**src/rtl/pe1_stage_ctrl.sv**
```systemverilog
// Purpose : runs one NTT/INTT butterfly stage over an N-coefficient bank through a single PE1,
//           reading (u, v) pairs in place and writing bf_upper/bf_lower back to the same addresses.
// Latency : one pair issued per cycle; each write-back trails its read by RD_LAT+PE_LAT cycles;
//           done pulses one cycle after the last write. No backpressure: memory and PE1 are fixed-latency,
//           and start is ignored while busy.
// Ports   : clk/rst (sync, active-low); start/mode/log_len request; busy/done/sel status;
//           rd_en/rd_addr_u/rd_addr_v/rd_data_u/rd_data_v memory read side; pe_u/pe_v to PE1;
//           bf_upper/bf_lower from PE1; wr_en/wr_addr_u/wr_addr_v/wr_data_u/wr_data_v memory write side.
module pe1_stage_ctrl #(
   parameter int DW     = 12,
   parameter int N      = 256,
   parameter int AW     = 8,
   parameter int RD_LAT = 1,
   parameter int PE_LAT = 6
) (
   input  logic          clk,
   input  logic          rst,
   input  logic          start,
   input  logic          mode,
   input  logic [2:0]    log_len,
   output logic          busy,
   output logic          done,
   output logic          sel,
   output logic          rd_en,
   output logic [AW-1:0] rd_addr_u,
   output logic [AW-1:0] rd_addr_v,
   input  logic [DW-1:0] rd_data_u,
   input  logic [DW-1:0] rd_data_v,
   output logic [DW-1:0] pe_u,
   output logic [DW-1:0] pe_v,
   input  logic [DW-1:0] bf_upper,
   input  logic [DW-1:0] bf_lower,
   output logic          wr_en,
   output logic [AW-1:0] wr_addr_u,
   output logic [AW-1:0] wr_addr_v,
   output logic [DW-1:0] wr_data_u,
   output logic [DW-1:0] wr_data_v
);

   // Write-back trails the read by memory + PE1 latency; must be at least 2.
   localparam int WB_LAT = RD_LAT + PE_LAT;
   localparam int KW     = AW - 1;
   localparam logic [KW-1:0] K_LAST = KW'(N/2 - 1);

   typedef enum logic [1:0] {S_IDLE, S_ISSUE, S_DRAIN, S_DONE} state_t;

   state_t          state_q, state_d;
   logic [KW-1:0]   k_q, k_d;
   logic            mode_q, mode_d;
   logic [2:0]      ll_q, ll_d;
   logic [AW-1:0]   au_q, au_d, av_q, av_d;

   // Write-back delay line: one valid bit and the pair's addresses per stage.
   logic [WB_LAT-1:0] dl_vld_q;
   logic [AW-1:0]     dl_u_q [WB_LAT];
   logic [AW-1:0]     dl_v_q [WB_LAT];

   // Pair k of a stage with half-span 2^ll: block index (k>>ll) spans 2*len
   // addresses, offset inside the block is k mod len. Returns {v, u}.
   function automatic logic [2*AW-1:0] pair_addr(input logic [KW-1:0] k, input logic [2:0] ll);
      logic [AW-1:0] kk, len, u;
      kk  = {1'b0, k};
      len = AW'(1) << ll;
      u   = ((kk >> ll) << ({1'b0, ll} + 4'd1)) | (kk & (len - AW'(1)));
      return {u + len, u};
   endfunction

   always_comb begin
      state_d        = state_q;
      k_d            = k_q;
      mode_d         = mode_q;
      ll_d           = ll_q;
      {av_d, au_d}   = {av_q, au_q};
      rd_en          = 1'b0;
      busy           = 1'b1;
      done           = 1'b0;
      case (state_q)
         S_IDLE: begin
            busy = 1'b0;
            if (start) begin
               mode_d       = mode;
               ll_d         = log_len;
               k_d          = '0;
               {av_d, au_d} = pair_addr('0, log_len);
               state_d      = S_ISSUE;
            end
         end
         S_ISSUE: begin
            rd_en = 1'b1;
            if (k_q == K_LAST) begin
               state_d = S_DRAIN;
            end else begin
               k_d          = k_q + KW'(1);
               {av_d, au_d} = pair_addr(k_q + KW'(1), ll_q);
            end
         end
         S_DRAIN: begin
            // Only the oldest stage may still hold a pair: it writes this
            // cycle, so the next cycle is the completion cycle.
            if (dl_vld_q[WB_LAT-2:0] == '0) state_d = S_DONE;
         end
         S_DONE: begin
            done    = 1'b1;
            state_d = S_IDLE;
         end
         default: begin
            busy    = 1'b0;
            state_d = S_IDLE;
         end
      endcase
   end

   always_ff @(posedge clk) begin
      if (!rst) begin
         state_q  <= S_IDLE;
         k_q      <= '0;
         mode_q   <= 1'b0;
         ll_q     <= '0;
         au_q     <= '0;
         av_q     <= '0;
         dl_vld_q <= '0;
         for (int i = 0; i < WB_LAT; i++) begin
            dl_u_q[i] <= '0;
            dl_v_q[i] <= '0;
         end
      end else begin
         state_q  <= state_d;
         k_q      <= k_d;
         mode_q   <= mode_d;
         ll_q     <= ll_d;
         au_q     <= au_d;
         av_q     <= av_d;
         dl_vld_q <= {dl_vld_q[WB_LAT-2:0], rd_en};
         dl_u_q[0] <= au_q;
         dl_v_q[0] <= av_q;
         for (int i = 1; i < WB_LAT; i++) begin
            dl_u_q[i] <= dl_u_q[i-1];
            dl_v_q[i] <= dl_v_q[i-1];
         end
      end
   end

   // sel keeps the latched mode through drain and past done.
   assign sel       = mode_q;
   assign rd_addr_u = au_q;
   assign rd_addr_v = av_q;
   assign pe_u      = rd_data_u;
   assign pe_v      = rd_data_v;
   assign wr_en     = dl_vld_q[WB_LAT-1];
   assign wr_addr_u = dl_u_q[WB_LAT-1];
   assign wr_addr_v = dl_v_q[WB_LAT-1];
   assign wr_data_u = bf_upper;
   assign wr_data_v = bf_lower;

endmodule

```
**config.mk**
```make
export PLATFORM = sky130hd
export DESIGN_NAME = pe1_stage_ctrl
export DESIGN_NICKNAME = d
export VERILOG_FILES = /design/src/rtl/pe1_stage_ctrl.sv
export SDC_FILE = /design/constraint.sdc
export NUM_CORES = 1
export LEC_CHECK = 0
export ABC_CLOCK_PERIOD_IN_PS = 4700
export CAP_MARGIN = 20
export CORE_ASPECT_RATIO = 0.75
export CORE_MARGIN = 5
export CORE_UTILIZATION = 30
export CTS_CLUSTER_DIAMETER = 50
export CTS_CLUSTER_SIZE = 24
export DETAILED_ROUTE_END_ITERATION = 12
export DONT_BUFFER_PORTS = 1
export PLACE_DENSITY = 0.54
export RECOVER_POWER = 100
export SLEW_MARGIN = 20
export SYNTH_ARGS = -nofsm -noshare
export SYNTH_HDL_FRONTEND = slang
export SYNTH_SLANG_ARGS = --single-unit
export TNS_END_PERCENT = 20
```
**constraint.sdc**
```tcl
create_clock -name clk -period 4.7 [get_ports clk]
set_input_delay 0.94 -clock clk [delete_from_list [all_inputs] [get_ports clk]]
set_output_delay 0.94 -clock clk [all_outputs]
set_load 0.02 [all_outputs]
```
Word-level counts from Yosys, hierarchy flattened
Memory sizes are Yosys's and may differ from the RTL's.
Index checks and enable logic that the tools add are counted.
{"block": "totals", "reg_bits": 36, "out_inout_bits": 85, "ramBits": 112, "word_cells": 83, "memories": 2}
{"name": "dl_u_q", "depth": 7, "width": 8, "rd": 7, "rd_ports_with_merged_regs": 0, "write_ports": 7, "line_no": "55", "rtl": "logic [AW-1:0] dl_u_q [WB_LAT];"}
{"name": "dl_v_q", "depth": 7, "width": 8, "rd": 7, "rd_ports_with_merged_regs": 0, "write_ports": 7, "line_no": "56", "rtl": "logic [AW-1:0] dl_v_q [WB_LAT];"}
{"block": "classes", "add_sub_neg": 6, "eq_ne": 8, "shifts": 6, "n_reduce_logical": 6, "bitwise_logic": 16, "n_mux": 32}
{"op": "$mux W8", "count": 18}
{"op": "$pmux W8 S2", "count": 2}
{"op": "$add A8 B8 Y8", "count": 2}
{"op": "$shl A1 B3 Y8 const A", "count": 2}
{"op": "$shl A8 B4 Y8", "count": 2}
{"op": "$mux W7", "count": 2}
{"op": "$or A1 B1 Y1", "count": 14}
{"op": "$pmux W7 S2", "count": 1}
{"op": "$add A3 B1 Y4 const B", "count": 2}
{"op": "$and A7 B8 Y8", "count": 1}
{"op": "$ne A2 B2 Y1 const B", "count": 4}
{"op": "$or A8 B8 Y8", "count": 1}
{"op": "$pmux W2 S4", "count": 1}
{"op": "$shr A1 B3 Y8 const A", "count": 1}
{"op": "$shr A7 B3 Y8", "count": 1}
{"op": "$sub A8 B1 Y8 const B", "count": 1}
{"op": "$add A7 B1 Y7 const B", "count": 1}
{"op": "$eq A7 B7 Y1 const B", "count": 1}
{"op": "$logic_not A6 Y1", "count": 1}
{"op": "$mux W2", "count": 3}
{"op": "$reduce_and A3 Y1", "count": 2}
{"op": "$mux W1", "count": 5}
{"op": "$eq A2 B2 Y1 const B", "count": 2}
{"op": "$eq A2 B1 Y1 const B", "count": 1}
{"op": "3 further kinds", "count": 3}

Longest topological paths before layout
{"block": "depth", "ltp_word": 7, "ltp_mapped": 18}

Worst setup path after synthesis
OpenSTA, ideal clock, no wires.
{"block": "synth_path", "path_type": "register -> register", "startpoint": "reg ll_q[0]", "endpoint": "reg av_q[7] (netlist: rd_addr_v[7])", "stages_incl_launch_ff": 17, "t_arrival_ns": 3.288, "synth_period_minus_slack_ns": 3.410, "path_slack_ns": 1.290, "n_path_buf": 1, "setup_ns": 0.122, "t_required_ns": 4.578, "path_cell_list": "dfxtp_1 > buf_4 > clkinv_1 > ha_1 > nor2b_1 > inv_1 > ha_1 > nand2b_1 > o311ai_0 > o31a_1 > o22ai_1 > a221o_1 > ha_1 > o41ai_1 > xor2_1 > o2111ai_1 > o311a_1"}
{"block": "synth_via", "elab_chain_cells": 7, "elab_cells_between_ends": 10}
{"item": "from (decl)", "line_no": "50", "rtl": "logic [2:0] ll_q, ll_d;"}
{"item": "from (signal assigned)", "line_no": "130", "rtl": "ll_q <= ll_d;"}
{"item": "$shl A1 B3 Y8", "line_no": "63", "rtl": "len = AW'(1) << ll;"}
{"item": "$sub A8 B1 Y8", "line_no": "64", "rtl": "u = ((kk >> ll) << ({1'b0, ll} + 4'd1)) | (kk & (len - AW'(1)));"}
{"item": "$and A7 B8 Y8", "line_no": "64"}
{"item": "$or A8 B8 Y8", "line_no": "64"}
{"item": "$add A8 B8 Y8 (*)", "line_no": "65", "rtl": "return {u + len, u};"}
{"item": "$mux W8 (*)", "line_no": "90", "rtl": "if (k_q == K_LAST) begin"}
{"item": "$pmux W8 S2 (*)", "line_no": "77", "rtl": "case (state_q)"}
{"item": "to (signal assigned)", "line_no": "132", "rtl": "av_q <= av_d;"}
{"item": "to (decl)", "line_no": "51", "rtl": "logic [AW-1:0] au_q, au_d, av_q, av_d;"}
Mark *: on every way between the ends. The rest lies on a longest branch, timed or not. The select of a mux whose other input is x is not followed.
A chain may end at the register's enable or synchronous reset.

Worst setup path after layout
{"block": "layout_path", "startpoint": "reg k_q[1]", "endpoint": "reg av_q[7] (netlist: rd_addr_v[7])"}
{"block": "layout_via", "elab_chain_cells": 7, "elab_cells_between_ends": 11}
{"item": "from (decl)", "line_no": "48", "rtl": "logic [KW-1:0] k_q, k_d;"}
{"item": "from (signal assigned)", "line_no": "128", "rtl": "k_q <= k_d;"}
{"item": "$add A7 B1 Y7", "line_no": "94", "rtl": "{av_d, au_d} = pair_addr(k_q + KW'(1), ll_q);"}
{"item": "$shr A7 B3 Y8", "line_no": "64"}
{"item": "$shl A8 B4 Y8", "line_no": "64"}
{"item": "$or A8 B8 Y8", "line_no": "64"}
{"item": "$add A8 B8 Y8", "line_no": "65"}
{"item": "$mux W8", "line_no": "90"}
{"item": "$pmux W8 S2", "line_no": "77"}
Several ways; a longest one is shown, not always the timed one. The select of a mux whose other input is x is not followed.

==> impl_metrics.json <==
{
  "avgSynthCellArea_um2": 9.578,
  "p_int_uw": 2423,
  "required_ns": 5.00,
  "clk_latency_ns": 0.41,
  "ys_async_sr_fraction_pct": 0,
  "die_area_um2": 23520,
  "rsz0062_at_grt": "no",
  "slew-limit-headroom_pct": 41.85,
  "p_clk_share_pct": 35.8,
  "ir_drop_uv": 254.9,
  "final_hold_viol_count": 0,
  "criticalPathCategory": "register to register",
  "finalSetupTns_ns": 0,
  "synth_seq_cells": 148,
  "post-route-period-util_pct": 85.05,
  "grt_max_degree": 141,
  "routed_wirelength_um": 13310,
  "clock.fmax_mhz": 250.2,
  "cp_max_fo": 11,
  "fin_nets": 664,
  "slew_violations": 0,
  "start_kind": "register",
  "die_w_um": 175.4,
  "wl_per_cell_um": 15.50,
  "row_count": 45,
  "post_cts_resize_count": 0,
  "comb_power_share_pct": 24.1,
  "arrival_ns": 4.30,
  "cts_max_path_buffers": 2,
  "grt_overflow": 0,
  "gp_congestion": 0.8306,
  "first_iter_violations": 292,
  "power_leakage_uw": 0.002588,
  "setup_violations": 0,
  "coreArea_um2": 20210,
  "cp-endpoint": "rd_addr_v[7]$_SDFFE_PN0P_",
  "cap_violations": 0,
  "ant_nets": 0,
  "synth_ff_type": "dfxtp_1",
  "switching_share_pct": 34.03,
  "ys_seq_area_share_pct": 48.11,
  "antenna_found_initial": 1,
  "area_delta_synth_final_pct": 6.705,
  "post-cts-setup-buffer-count": 0,
  "hp-class": "register to register",
  "endpoint_kind": "register",
  "reg2reg_to": "rd_addr_v[7]$_SDFFE_PN0P_",
  "yosysUniqueCellTypes": 63,
  "crit_path_start": "k_q[1]$_SDFFE_PN0P_",
  "grt_pass1_vias": 3720,
  "numPortBuffers": 0,
  "die_h_um": 134.1,
  "synth.cell_area_um2": 6158,
  "track_usage_pct": 11.41,
  "skew_ns": 0.01526,
  "numCtsBuffers": 17,
  "status": "complete, no violations",
  "vias": 4004,
  "rr_startpoint": "k_q[1]$_SDFFE_PN0P_",
  "grt_first_pass_wirelength_um": 21280,
  "fin_cells": 859,
  "dp_hpwl_um": 9327,
  "cts_root_buf": "clkbuf_16",
  "syn_inst": 643,
  "start_util_pct": 30.47,
  "power_density_nw_per_um2": 559.1,
  "cts_tree": "yes",
  "clk_pin_slew_ns": 0.07,
  "insertedDiodeCount": 0,
  "drt-pass1-iter-count": 5,
  "dp_cells": 827,
  "drc": 0,
  "via_per_inst": 4.661,
  "r2r_slack_ns": 0.70,
  "cts_num_sinks": 148,
  "syn-num-nets": 719,
  "num_io_pins": 140,
  "p_sw_uw": 1250,
  "seq_power_share_pct": 40.1,
  "yosysWarnings": 0,
  "reg2reg_depth": 16,
  "tightest_slew_ns": 0.8723,
  "ctsHtreeMaxLevel": 4,
  "synth_edf_count": 0,
  "fin_crit_ns": 3.997,
  "drive_above_1_share_pct": 6.822,
  "postCtsHoldBufs": 0
}
[critical path, cell delays in order, from the launching register on]
cell and delay, ns:
dfxtp_1 0.42, ha_1 0.42, and3_1 0.36, xnor2_1 0.26, nand2_1 0.13, o2111ai_2 0.24
o21ai_0 0.17, a2bb2oi_1 0.22, inv_1 0.10, ha_1 0.29, a21oi_1 0.17, nand3b_1 0.14
a21oi_1 0.10, o41ai_1 0.38, xor2_1 0.22, o2111ai_1 0.12, o311a_1 0.15
[final cells by class]
cell class	count	area (µm²)
clock buffer	18	429.2
fill	2066	13640
timing repair buffer	10	63.81
sequential	148	2963
clock inverter	14	146.4
tap	258	322.8
multi-input combinational	392	2575
inverter	19	71.32
[layer usage]
metal	routed length [µm]	vias up	track usage [%]	share of wire, %
li1	-	2006	-	-
met1	6950	1878	17.07	52
met2	5398	102	15.66	41
met3	831	18	3.550	6.2
met4	132	0	3.203	0.99
met5	0	-	0	0
[registers in the layout, indices dropped and copies added (netlist names)]
| signal | cells |
|---|---|
| rd_addr_v | 8 |
| sel | 1 |
| dl_vld_q | 7 |
| ll_q | 3 |
| dl_v_q | 56 |
| dl_u_q | 56 |
| k_q | 7 |
| state_q | 2 |
| rd_addr_u | 8 |
[per-stage QoR]
step | area, µm² | hold WS [ns] | utilization, % | total power [µW] | setup slack, ns
after CTS | 6605 | 0.4297 | 32.68 | 3741 | 0.5742
after floorplan | 6158 | 0.4119 | - | 2196 | 1.290
final | 6571 | 0.4260 | 32.51 | 3674 | 0.7028
after global placement | 6030 | 0.4137 | 29.83 | 2408 | 0.6799
after detailed placement | 6030 | 0.4177 | 29.83 | 2401 | 0.5973
after global routing | 6571 | 0.4361 | 32.51 | 3888 | 0.1819
[worst min path at each step]
| stage | startpoint | to | slack [ns] | cells after the start |
|---|---|---|---|---|
| after floorplan | dl_u_q[0][0]$_SDFF_PN0_ | dl_u_q[1][0]$_SDFF_PN0_ | 0.41 | 1 |
| after global placement | dl_u_q[2][4]$_SDFF_PN0_ | dl_u_q[3][4]$_SDFF_PN0_ | 0.41 | 1 |
| after detailed placement | dl_v_q[4][1]$_SDFF_PN0_ | dl_v_q[5][1]$_SDFF_PN0_ | 0.42 | 1 |
| after CTS | dl_u_q[0][6]$_SDFF_PN0_ | dl_u_q[1][6]$_SDFF_PN0_ | 0.43 | 1 |
| after global routing | dl_u_q[0][6]$_SDFF_PN0_ | dl_u_q[1][6]$_SDFF_PN0_ | 0.44 | 1 |
| final | dl_u_q[4][5]$_SDFF_PN0_ | dl_u_q[5][5]$_SDFF_PN0_ | 0.43 | 1 |
[Yosys cell counts, types with 4 or more instances]
library cell	n	area share [%]
a211oi_1	7	0.85
a21boi_0	6	0.73
a21oi_1	23	1.9
a221o_1	4	0.65
a22o_1	4	0.57
a31oi_1	5	0.51
and2_1	126	13
buf_4	52	6.3
clkbuf_1	28	1.7
dfxtp_1	148	48
ha_1	20	4.1
inv_1	17	1.0
mux2i_1	5	0.81
nand2_1	34	2.1
nand2b_1	5	0.51
nand3_1	20	1.6
nor2_1	20	1.2
nor2b_1	12	1.2
nor3_1	6	0.49
nor4_1	4	0.41
o211a_1	6	0.98
o21ai_0	22	1.8
xnor2_1	9	1.3
xor2_1	4	0.57
[placed cells by master (no fill, tap or decap), types with 7 or more instances in the layout]
master / count
xnor2_1: 9
ha_1: 20
nand2_1: 34
inv_1: 17
a211oi_1: 7
nor2_1: 20
and2_0: 30
nor2b_1: 12
buf_4: 7
clkbuf_16: 17
o21ai_0: 22
a21oi_1: 23
nand3_1: 21
and2_1: 96
dfxtp_1: 148
[power by group through the flow]
stage / sequential (µW) / clock (µW) / combinational [µW]
after detailed placement: 1510 / 0 / 896
final: 1470 / 1310 / 887
after global placement: 1500 / 0 / 907
after global routing: 1490 / 1420 / 985
after floorplan: 1470 / 0 / 728
after CTS: 1480 / 1360 / 901
[kinds of logic (layout without fill, tap and decap cells)]
kind of cell             Yosys count  in the layout  synth area share (%)
AND/OR/NAND/NOR                  240            240                 22.13
multiplexers                       5              5                0.8127
XOR/XNOR                          13             13                 1.849
flip-flops                       148            148                 48.11
buffers and inverters            103             61                 9.711
adder cells (fa/ha/maj)           21             21                 4.388
AO/OA/AOI/OAI                    113            113                 13.00
(Power assumes the default switching activity.)
